<file path="src/rtl/ifm_sparse_loader_pkg.sv">
// Shared IFM memory geometry and loader FSM states, imported by the IFM memory and its loader.
// Geometry follows the Global_Include.vh macros; the fallbacks below are used when they are absent.
`ifndef BUS_SIZE
`define BUS_SIZE 4
`endif
`ifndef MEM_SIZE
`define MEM_SIZE 8
`endif
`ifndef CHANNEL_NUM
`define CHANNEL_NUM 4
`endif
`ifndef OUTPUT_BUF_NUM
`define OUTPUT_BUF_NUM 2
`endif

package npu_ifm_pkg;
    localparam int BUS_SIZE             = `BUS_SIZE;
    localparam int CHUNK_SIZE           = `MEM_SIZE;
    localparam int FILTER_NUM           = CHUNK_SIZE / `CHANNEL_NUM;
    localparam int OUTPUT_NUM           = (FILTER_NUM < `OUTPUT_BUF_NUM) ? FILTER_NUM : `OUTPUT_BUF_NUM;
    localparam int IFM_NUM              = FILTER_NUM + OUTPUT_NUM;
    localparam int PARAM_WR_DAT_CYC_NUM = `MEM_SIZE / `BUS_SIZE;

    // Index widths are kept at least one bit so degenerate geometries still elaborate.
    localparam int CHUNK_W = (IFM_NUM > 1) ? $clog2(IFM_NUM) : 1;
    localparam int DAT_W   = (PARAM_WR_DAT_CYC_NUM > 1) ? $clog2(PARAM_WR_DAT_CYC_NUM) : 1;
    localparam int POS_W   = (BUS_SIZE > 1) ? $clog2(BUS_SIZE) : 1;
    localparam int ZCNT_W  = $clog2(IFM_NUM * CHUNK_SIZE + 1);

    typedef enum logic [1:0] {
        IDLE,
        LOAD,
        DONE
    } ifm_ld_state_e;

    function automatic logic [ZCNT_W-1:0] zero_lanes(input logic [BUS_SIZE-1:0] map);
        zero_lanes = ZCNT_W'(BUS_SIZE);
        for (int i = 0; i < BUS_SIZE; i++) begin
            if (map[i]) zero_lanes = zero_lanes - ZCNT_W'(1);
        end
    endfunction
endpackage

</file>
<file path="src/rtl/ifm_sparse_loader_pack.sv">
// Combinational sparse encoder: one dense beat in, sparsemap plus left-compacted nonzero bytes out.
// Each nonzero lane lands at the slot given by the count of nonzero lanes below it.
module ifm_sparse_pack
    import npu_ifm_pkg::*;
(
    input  logic [BUS_SIZE*8-1:0] data_i,
    output logic [BUS_SIZE-1:0]   sparsemap_o,
    output logic [BUS_SIZE*8-1:0] nonzero_data_o
);
    logic [POS_W-1:0] pos [BUS_SIZE];

    always_comb begin
        sparsemap_o    = '0;
        nonzero_data_o = '0;
        for (int k = 0; k < BUS_SIZE; k++) begin
            sparsemap_o[k] = |data_i[k*8 +: 8];
        end
        pos[0] = '0;
        for (int k = 1; k < BUS_SIZE; k++) begin
            pos[k] = pos[k-1] + POS_W'(sparsemap_o[k-1]);
        end
        for (int k = 0; k < BUS_SIZE; k++) begin
            if (sparsemap_o[k]) nonzero_data_o[{pos[k], 3'b000} +: 8] = data_i[k*8 +: 8];
        end
    end
endmodule

</file>
<file path="src/rtl/ifm_sparse_loader.sv">
// IFM chunk-memory writer: sparse-encodes accepted beats and sequences the write-side beat/chunk indices.
// Optional zero-byte counter port zero_cnt_o is enabled by IFM_SPARSE_LOADER_ZERO_CNT_EN.
module ifm_sparse_loader
    import npu_ifm_pkg::*;
(
    input  logic                  clk_i,
    input  logic                  rst_i,
    input  logic                  start_i,
    input  logic [CHUNK_W-1:0]    chunk_last_i,
    input  logic [BUS_SIZE*8-1:0] in_data_i,
    input  logic                  in_valid_i,
    output logic                  in_ready_o,
    output logic [BUS_SIZE-1:0]   wr_sparsemap_o,
    output logic [BUS_SIZE*8-1:0] wr_nonzero_data_o,
    output logic                  wr_valid_o,
    output logic [DAT_W-1:0]      wr_dat_count_o,
    output logic [CHUNK_W-1:0]    wr_chunk_count_o,
    output logic                  busy_o,
    output logic                  done_o
`ifdef IFM_SPARSE_LOADER_ZERO_CNT_EN
    ,
    output logic [ZCNT_W-1:0]     zero_cnt_o
`endif
);
    localparam logic [DAT_W-1:0]   DAT_LAST   = DAT_W'(PARAM_WR_DAT_CYC_NUM - 1);
    localparam logic [CHUNK_W-1:0] CHUNK_LAST = CHUNK_W'(IFM_NUM - 1);

    ifm_ld_state_e          state_q, state_d;
    logic [CHUNK_W-1:0]     last_chunk_q;
    logic [DAT_W-1:0]       dat_cnt_q;
    logic [CHUNK_W-1:0]     chunk_cnt_q;
    logic [BUS_SIZE-1:0]    sparsemap_p0;
    logic [BUS_SIZE*8-1:0]  nzdata_p0;
    logic                   vld_p0;
    logic                   start_ok;
    logic                   last_beat;

    ifm_sparse_pack u_pack (
        .data_i         (in_data_i),
        .sparsemap_o    (sparsemap_p0),
        .nonzero_data_o (nzdata_p0)
    );

    assign vld_p0    = in_valid_i && (state_q == LOAD);
    assign start_ok  = start_i && (state_q == IDLE);
    assign last_beat = (dat_cnt_q == DAT_LAST) && (chunk_cnt_q == last_chunk_q);

    always_ff @(posedge clk_i) begin
        if (rst_i) state_q <= IDLE;
        else       state_q <= state_d;
    end

    always_comb begin
        state_d    = state_q;
        in_ready_o = 1'b0;
        busy_o     = 1'b1;
        done_o     = 1'b0;
        case (state_q)
            IDLE: begin
                busy_o = 1'b0;
                if (start_i) state_d = LOAD;
            end
            LOAD: begin
                in_ready_o = 1'b1;
                if (vld_p0 && last_beat) state_d = DONE;
            end
            DONE: begin
                done_o  = 1'b1;
                state_d = IDLE;
            end
            default: state_d = IDLE;
        endcase
    end

    // p0 -> p1: register the encoded beat with the indices it was accepted under
    always_ff @(posedge clk_i) begin
        if (rst_i) begin
            last_chunk_q      <= '0;
            dat_cnt_q         <= '0;
            chunk_cnt_q       <= '0;
            wr_valid_o        <= 1'b0;
            wr_sparsemap_o    <= '0;
            wr_nonzero_data_o <= '0;
            wr_dat_count_o    <= '0;
            wr_chunk_count_o  <= '0;
        end else begin
            wr_valid_o <= vld_p0;
            if (start_ok) begin
                last_chunk_q <= (chunk_last_i > CHUNK_LAST) ? CHUNK_LAST : chunk_last_i;
                dat_cnt_q    <= '0;
                chunk_cnt_q  <= '0;
            end
            if (vld_p0) begin
                wr_sparsemap_o    <= sparsemap_p0;
                wr_nonzero_data_o <= nzdata_p0;
                wr_dat_count_o    <= dat_cnt_q;
                wr_chunk_count_o  <= chunk_cnt_q;
                if (dat_cnt_q == DAT_LAST) begin
                    dat_cnt_q   <= '0;
                    chunk_cnt_q <= chunk_cnt_q + CHUNK_W'(1);
                end else begin
                    dat_cnt_q <= dat_cnt_q + DAT_W'(1);
                end
            end
        end
    end

`ifdef IFM_SPARSE_LOADER_ZERO_CNT_EN
    always_ff @(posedge clk_i) begin
        if (rst_i || start_ok) zero_cnt_o <= '0;
        else if (vld_p0)       zero_cnt_o <= zero_cnt_o + zero_lanes(sparsemap_p0);
    end
`endif
endmodule

</file>
<file path="config.mk">
export PLATFORM = sky130hd
export DESIGN_NAME = ifm_sparse_loader
export DESIGN_NICKNAME = d
export VERILOG_FILES = /design/src/rtl/ifm_sparse_loader_pkg.sv /design/src/rtl/ifm_sparse_loader_pack.sv /design/src/rtl/ifm_sparse_loader.sv
export SDC_FILE = /design/constraint.sdc
export NUM_CORES = 1
export LEC_CHECK = 0
export BUFFER_PORTS_ARGS = -buffer_cell sky130_fd_sc_hd__buf_2
export CAP_MARGIN = 10
export CORE_UTILIZATION = 45
export DETAILED_ROUTE_END_ITERATION = 10
export PLACE_DENSITY = 0.8
export REMOVE_ABC_BUFFERS = 1
export SLEW_MARGIN = 20
export SYNTH_ARGS = -nofsm -noshare
export SYNTH_HDL_FRONTEND = slang
export SYNTH_SLANG_ARGS = --single-unit
</file>
<file path="constraint.sdc">
create_clock -name clk_i -period 2.8 [get_ports clk_i]
set_input_delay 0.14 -clock clk_i [delete_from_list [all_inputs] [get_ports clk_i]]
set_output_delay 0.14 -clock clk_i [all_outputs]
set_load 0.03 [all_outputs]
</file>
Yosys cells after proc, flatten, opt, wreduce, memory -nomap -nowiden
Cells that the tools add are included.
- register bits: 47
- bits in latches: 0
- RAM bits: 0
- ROM bits: 0
- output and inout bits: 43
- logic and storage cells: 59
- memories: 0
- add/sub/neg operators: 7
- $mul: 0
- div/mod/pow operators: 0
- $lt $le $gt $ge: 1
- equality and inequality tests: 5
- shift operators: 6
- muxes and demuxes: 20
- bitwise gates (word level): 0
- reduce and logical (&&, ||, !) cells: 11
- operator list (operator ; count):
    32-bit bitwise mux ; 3
    32-bit two-way mux ; 3
    8-bit by 7-bit variable shift with 32-bit output (first input constant) ; 3
    8-bit by 7-bit indexed part select with 32-bit output ; 3
    8-bit OR reduction ; 4
    5-bit negation with 7-bit output ; 2
    2-bit two-way mux ; 6
    8-bit two-way mux ; 1
    4-bit negation with 7-bit output ; 1
    1-bit two-way mux ; 6
    1-bit logical AND ; 4
    2-bit one-hot mux with 2 select lines ; 1
    1-bit by 1-bit adder with 2-bit output ; 1
    2-bit by 1-bit adder with 2-bit output ; 1
    2-bit by 1-bit adder with 2-bit output (second input constant) ; 1
    2-bit by 1-bit equality test with 1-bit output (second input constant) ; 1
    2-bit equality test ; 1
    2-bit equality test (second input constant) ; 1
    2-bit > comparator (second input constant) ; 1
    2-bit zero test ; 1
    2-bit by 1-bit != test with 1-bit output (second input constant) ; 1
    2-bit != test (second input constant) ; 1
    2-bit AND reduction ; 1
    2-bit nonzero test ; 1
    1-bit adder (second input constant) ; 1

Longest topological paths before layout
- depth after elaboration: 9
- depth in mapped cells: 14

By module
A second synthesis with hierarchy kept.
- cell total of the unflattened synthesis: 314
- area, all modules: 2571.2 um^2
- modules (own cells, without submodules) (module ; instances ; cells each ; area an instance (um^2)):
    ifm_sparse_loader ; 1 ; 203 ; 1689.1
    ifm_sparse_pack ; 1 ; 111 ; 882.1

Worst setup path after synthesis
OpenSTA, ideal clock, no wires.
- path kind: input port to flip-flop
- start: in in_data_i[7]
- end: reg wr_nonzero_data_o[8]
- setup time: 76 ps
- arrival: 2918 ps
- data required time: 2724 ps
- setup slack: -194 ps
- stages: 13
- cell sequence: nor4_4 -> and2_1 -> buf_4 -> inv_2 -> ha_1 -> ha_1 -> xnor2_1 -> ha_1 -> nor3_1 -> nand3_1 -> nor2_1 -> a21oi_1 -> o22ai_1
- word-level cells in the longest chain between the ends: 9
- elaborated cells on any way between the ends: 18
- those cells by class: add/sub (5); shift (6); mux (6); reduce/logical (1)
- RTL lines (element ; line ; text):
    start: declaration ; ifm_sparse_loader.sv:10 ; input logic [BUS_SIZE*8-1:0] in_data_i,
    8-bit OR reduction * ; ifm_sparse_loader_pack.sv:16 ; sparsemap_o[k] = |data_i[k*8 +: 8];
    net sparsemap_p0[0] ; ifm_sparse_loader.sv:32 ; logic [BUS_SIZE-1:0] sparsemap_p0;
    branches (longest 7 deep; another with 5-bit negation with 7-bit output) ; -- ;
    32-bit two-way mux * ; ifm_sparse_loader_pack.sv:23 ; if (sparsemap_o[k]) nonzero_data_o[{pos[k], 3'b000} +: 8] = data_i[k*8 +: 8];
    end signal: assignment ; ifm_sparse_loader.sv:95 ; wr_nonzero_data_o <= nzdata_p0;
    end: declaration ; ifm_sparse_loader.sv:14 ; output logic [BUS_SIZE*8-1:0] wr_nonzero_data_o,
Mark *: on every way through the listed nets, which the timed path passes.
A chain may end at the register's enable or synchronous reset.

Final worst setup path
- start: in in_data_i[8]
- end: reg wr_nonzero_data_o[2]
- word-level cells in the longest chain between the ends: 8
- elaborated cells on any way between the ends: 16
- those cells by class: add/sub (4); shift (5); mux (6); reduce/logical (1)
- RTL lines (element ; line):
    branches (longest 7 deep; another with 5-bit negation with 7-bit output) ; --
    32-bit two-way mux * ; ifm_sparse_loader_pack.sv:23
Mark *: on every way between the ends.

==> results.tsv <==
stage	metric	value	unit
timing	fin_crit	2461	ps
yosys	synth_cell_types	47	
place	routabilityCongestion	0.9226	
yosys	synth_top_area_cell	dfxtp_1	
place	dp_hpwl	5460	um
yosys	syn_area	2444	um^2
final_layout	nets	418	
clock_network	path_clk_slew	80	ps
critical_path	crit_chain	buf_2 -> nor4_1 -> buf_4 -> nand2_1 -> buf_4 -> clkinv_1 -> fa_1 -> buf_4 -> ha_1 -> and4_1 -> a221oi_1 -> nor3_1	
clock_network	clock_sinks	47	
clock_network	clkLatencyLatePin	300	ps
critical_path	crit_type	in -> reg	
final_layout	area_growth	27.75	%
routing	totalWireLength	7074	um
timing	finalSetupViolations	0	
power_and_ir_drop	p_leak	1.395	nW
clock_network	cts_tree	built	
critical_path	crit_path_max_incr_delay	440	ps
place	io_buffers	80	
final_layout	seqCellArea	940.9	um^2
timing	rsz0062_at_grt	no	
final_layout	n_fill_cell	484	
routing	drtAntennaViolNets	0	
timing	hold_violations	0	
min_path	hold_depth	3	
clock_network	hold_buffers	0	
final_layout	multi_input_area	1369	um^2
global_route	grt_pass1_vias	2313	
critical_path	start_kind	input pin	
power_and_ir_drop	powerDensity	465.5	nW/um^2
critical_path	cp_slowest_cell	fa_1	
global_route	overflow	0	
routing	dr_total_vias	2570	
min_path	holdCritPathClass	in -> reg	
min_path	hp-start	chunk_last_i[0]	
clock_network	cts_root_buf	clkbuf_8	
critical_path	reg2reg_slack	870	ps
routing	drtIter0Drc	260	
critical_path	cp_max_fo	7	
global_route	grt_use_total	26.22	%
min_path	min_to	last_chunk_q[0]	
yosys	syn_avg_cell_area	8.696	um^2
run_status	run_status	complete, no violations	
clock_network	cts_buffer_depth	2	
timing	fin_crit_sh	87.90	%
power_and_ir_drop	power	1.453	mW
yosys	synthCells	281	
timing	worst_pin_slew	523.7	ps
floorplanning	ios	81	
yosys	synth_seq_area_share	38.50	%
timing	fmax	406.3	MHz
final_layout	final_core_util	60.35	%
critical_path	r2r_start	state_q[0]	
critical_path	r2r-end	wr_nonzero_data_o[2]	
critical_path	crit_arrival	2630	ps
global_route	grt_max_degree	50	
routing	wire_per_inst	15.90	um
yosys	synth_top_area_share	38.50	%
floorplanning	die_x	75.69	um
global_route	grt_pass1_wl	11230	um
critical_path	cp-end-kind	register	
yosys	ys_ff_latch	47	
timing	slew_viol_final	0	
floorplanning	coreArea	5172	um^2
clock_network	numCtsBuffers	5	
routing	drt-pass1-iter-count	5	
yosys	synth_top_flop_cell	dfxtp_1	
yosys	synthArstFlopShare	0	%
yosys	yosys_warnings	0	
final_layout	antenna_cells	0	
floorplanning	num_rows	26	
floorplanning	start_util	47.24	%
global_route	antenna_found_initial	0	
yosys	synth_common_cells	dfxtp_1 (47), a21oi_1 (25), nor2_1 (25)	
power_and_ir_drop	ir_drop	194.5	uV
floorplanning	die_height	75.69	um
routing	via_per_inst	5.775	
job	maxCapViolations	0	
critical_path	critPathRequiredTime	2970	ps
yosys	synth.area.top_cells	dfxtp_1 (39%), a21oi_1 (5.1%), a221oi_1 (5.0%)	
clock_network	post_cts_buffers	0	
critical_path	reg2reg_depth	5	
timing	slew_headroom	65.00	%
clock_network	cts_resized	0	
timing	fin_worst_skew	5.626	ps
clock_network	htreeDepth	2	
final_layout	drive_gt1_share	33.33	%
yosys	synth.most_common_cell	dfxtp_1	
yosys	synth_edf_count	0	
critical_path	crit_top_cell	buf_4	
floorplanning	fp.dieArea	5729	um^2
routing	drc	0	
==> registers in the layout, summed over array words and instances (netlist names) <==
name	flops
wr_nonzero_data_o	32
wr_chunk_count_o	2
wr_valid_o	1
dat_cnt_q	1
state_q	2
wr_sparsemap_o	4
chunk_cnt_q	2
last_chunk_q	2
wr_dat_count_o	1
==> final cells by class <==
class | count | area share [%]
clock inverters | 1 | 0.2806
inverters | 15 | 1.804
well taps | 70 | 2.806
multi-input cells | 202 | 43.85
repair buffers | 103 | 18.36
flip-flops and latches | 47 | 30.14
clock buffers | 7 | 2.766
==> logic make-up (layout without fill, tap and decap cells) <==
kind of cell	after synthesis	in the layout	share of synthesized area, %
AO/OA/AOI/OAI	94	94	27.55
XOR/XNOR	3	3	1.075
adder cells (fa/ha/maj)	6	6	3.379
buffers and inverters	32	126	5.478
flip-flops	47	47	38.50
multiplexers	1	1	0.4608
AND/OR/NAND/NOR	98	98	23.55
==> worst max-delay path by stage <==
stage	slack [ps]	cells after the start	startpoint	endpoint
after detailed placement	50	13	in_data_i[9]	wr_nonzero_data_o[29]
final	340	12	in_data_i[8]	wr_nonzero_data_o[2]
after CTS	340	13	in_data_i[8]	wr_nonzero_data_o[25]
after floorplan	-420	12	in_data_i[7]	wr_nonzero_data_o[11]
after global routing	90	13	in_data_i[8]	wr_nonzero_data_o[31]
after global placement	40	13	in_data_i[8]	wr_nonzero_data_o[24]
==> per-stage QoR <==
stage / TNS [ps] / setup WS, ps / std cells / hold WS [ps] / area, um^2
after floorplan: -7011 / -418.4 / 264 / 209.1 / 2366
after global placement: 0 / 43.80 / 437 / 400.1 / 3027
after detailed placement: 0 / 45.77 / 437 / 407.1 / 3027
after CTS: 0 / 338.1 / 445 / 84.45 / 3122
after global routing: 0 / 91.79 / 445 / 101.4 / 3122
final: 0 / 338.8 / 445 / 87.54 / 3122
==> worst max-delay path, delay by kind of cell <==
family | cells | cell delay [ps]
adder cells (fa/ha/maj) | 2 | 670
AO/OA/AOI/OAI | 1 | 370
AND/OR/NAND/NOR | 4 | 790
buffers and inverters | 5 | 670
==> layout by cell type, fill, tap and decap left out, drive strengths merged <==
master,instances
nand3,10
nor3b,1
mux2,1
or2,1
ha,5
o21ai,3
o21bai,5
fa,1
a21oi,26
dfxtp,47
nand4,2
and2,4
o311a,1
a311oi,1
nor4b,1
nand2,18
o22ai,3
inv,14
nand3b,1
nor4,10
o31ai,7
xnor2,3
a2111oi,1
and4,1
buf,103
a221oi,15
nor2,25
a22oi,16
a31oi,7
a211oi,9
clkbuf,7
and3,1
clkinv,2
nor2b,5
nand2b,9
nor3,9
==> metal layers <==
metal,wire length [um],share of wire (%),global-route usage (%)
met3,594,8.4,7.407
met5,0,0,0
met4,148,2.1,10.08
met1,3055,43,34.34
met2,3275,46,41.07
==> where the power goes <==
part	internal, mW	leakage (nW)	switching, mW
logic	0.102	0.962	0.199
clock network	0.202	0.0484	0.224
registers	0.705	0.384	0.0204
total	1.01	1.39	0.443
(Power assumes the default switching activity.)
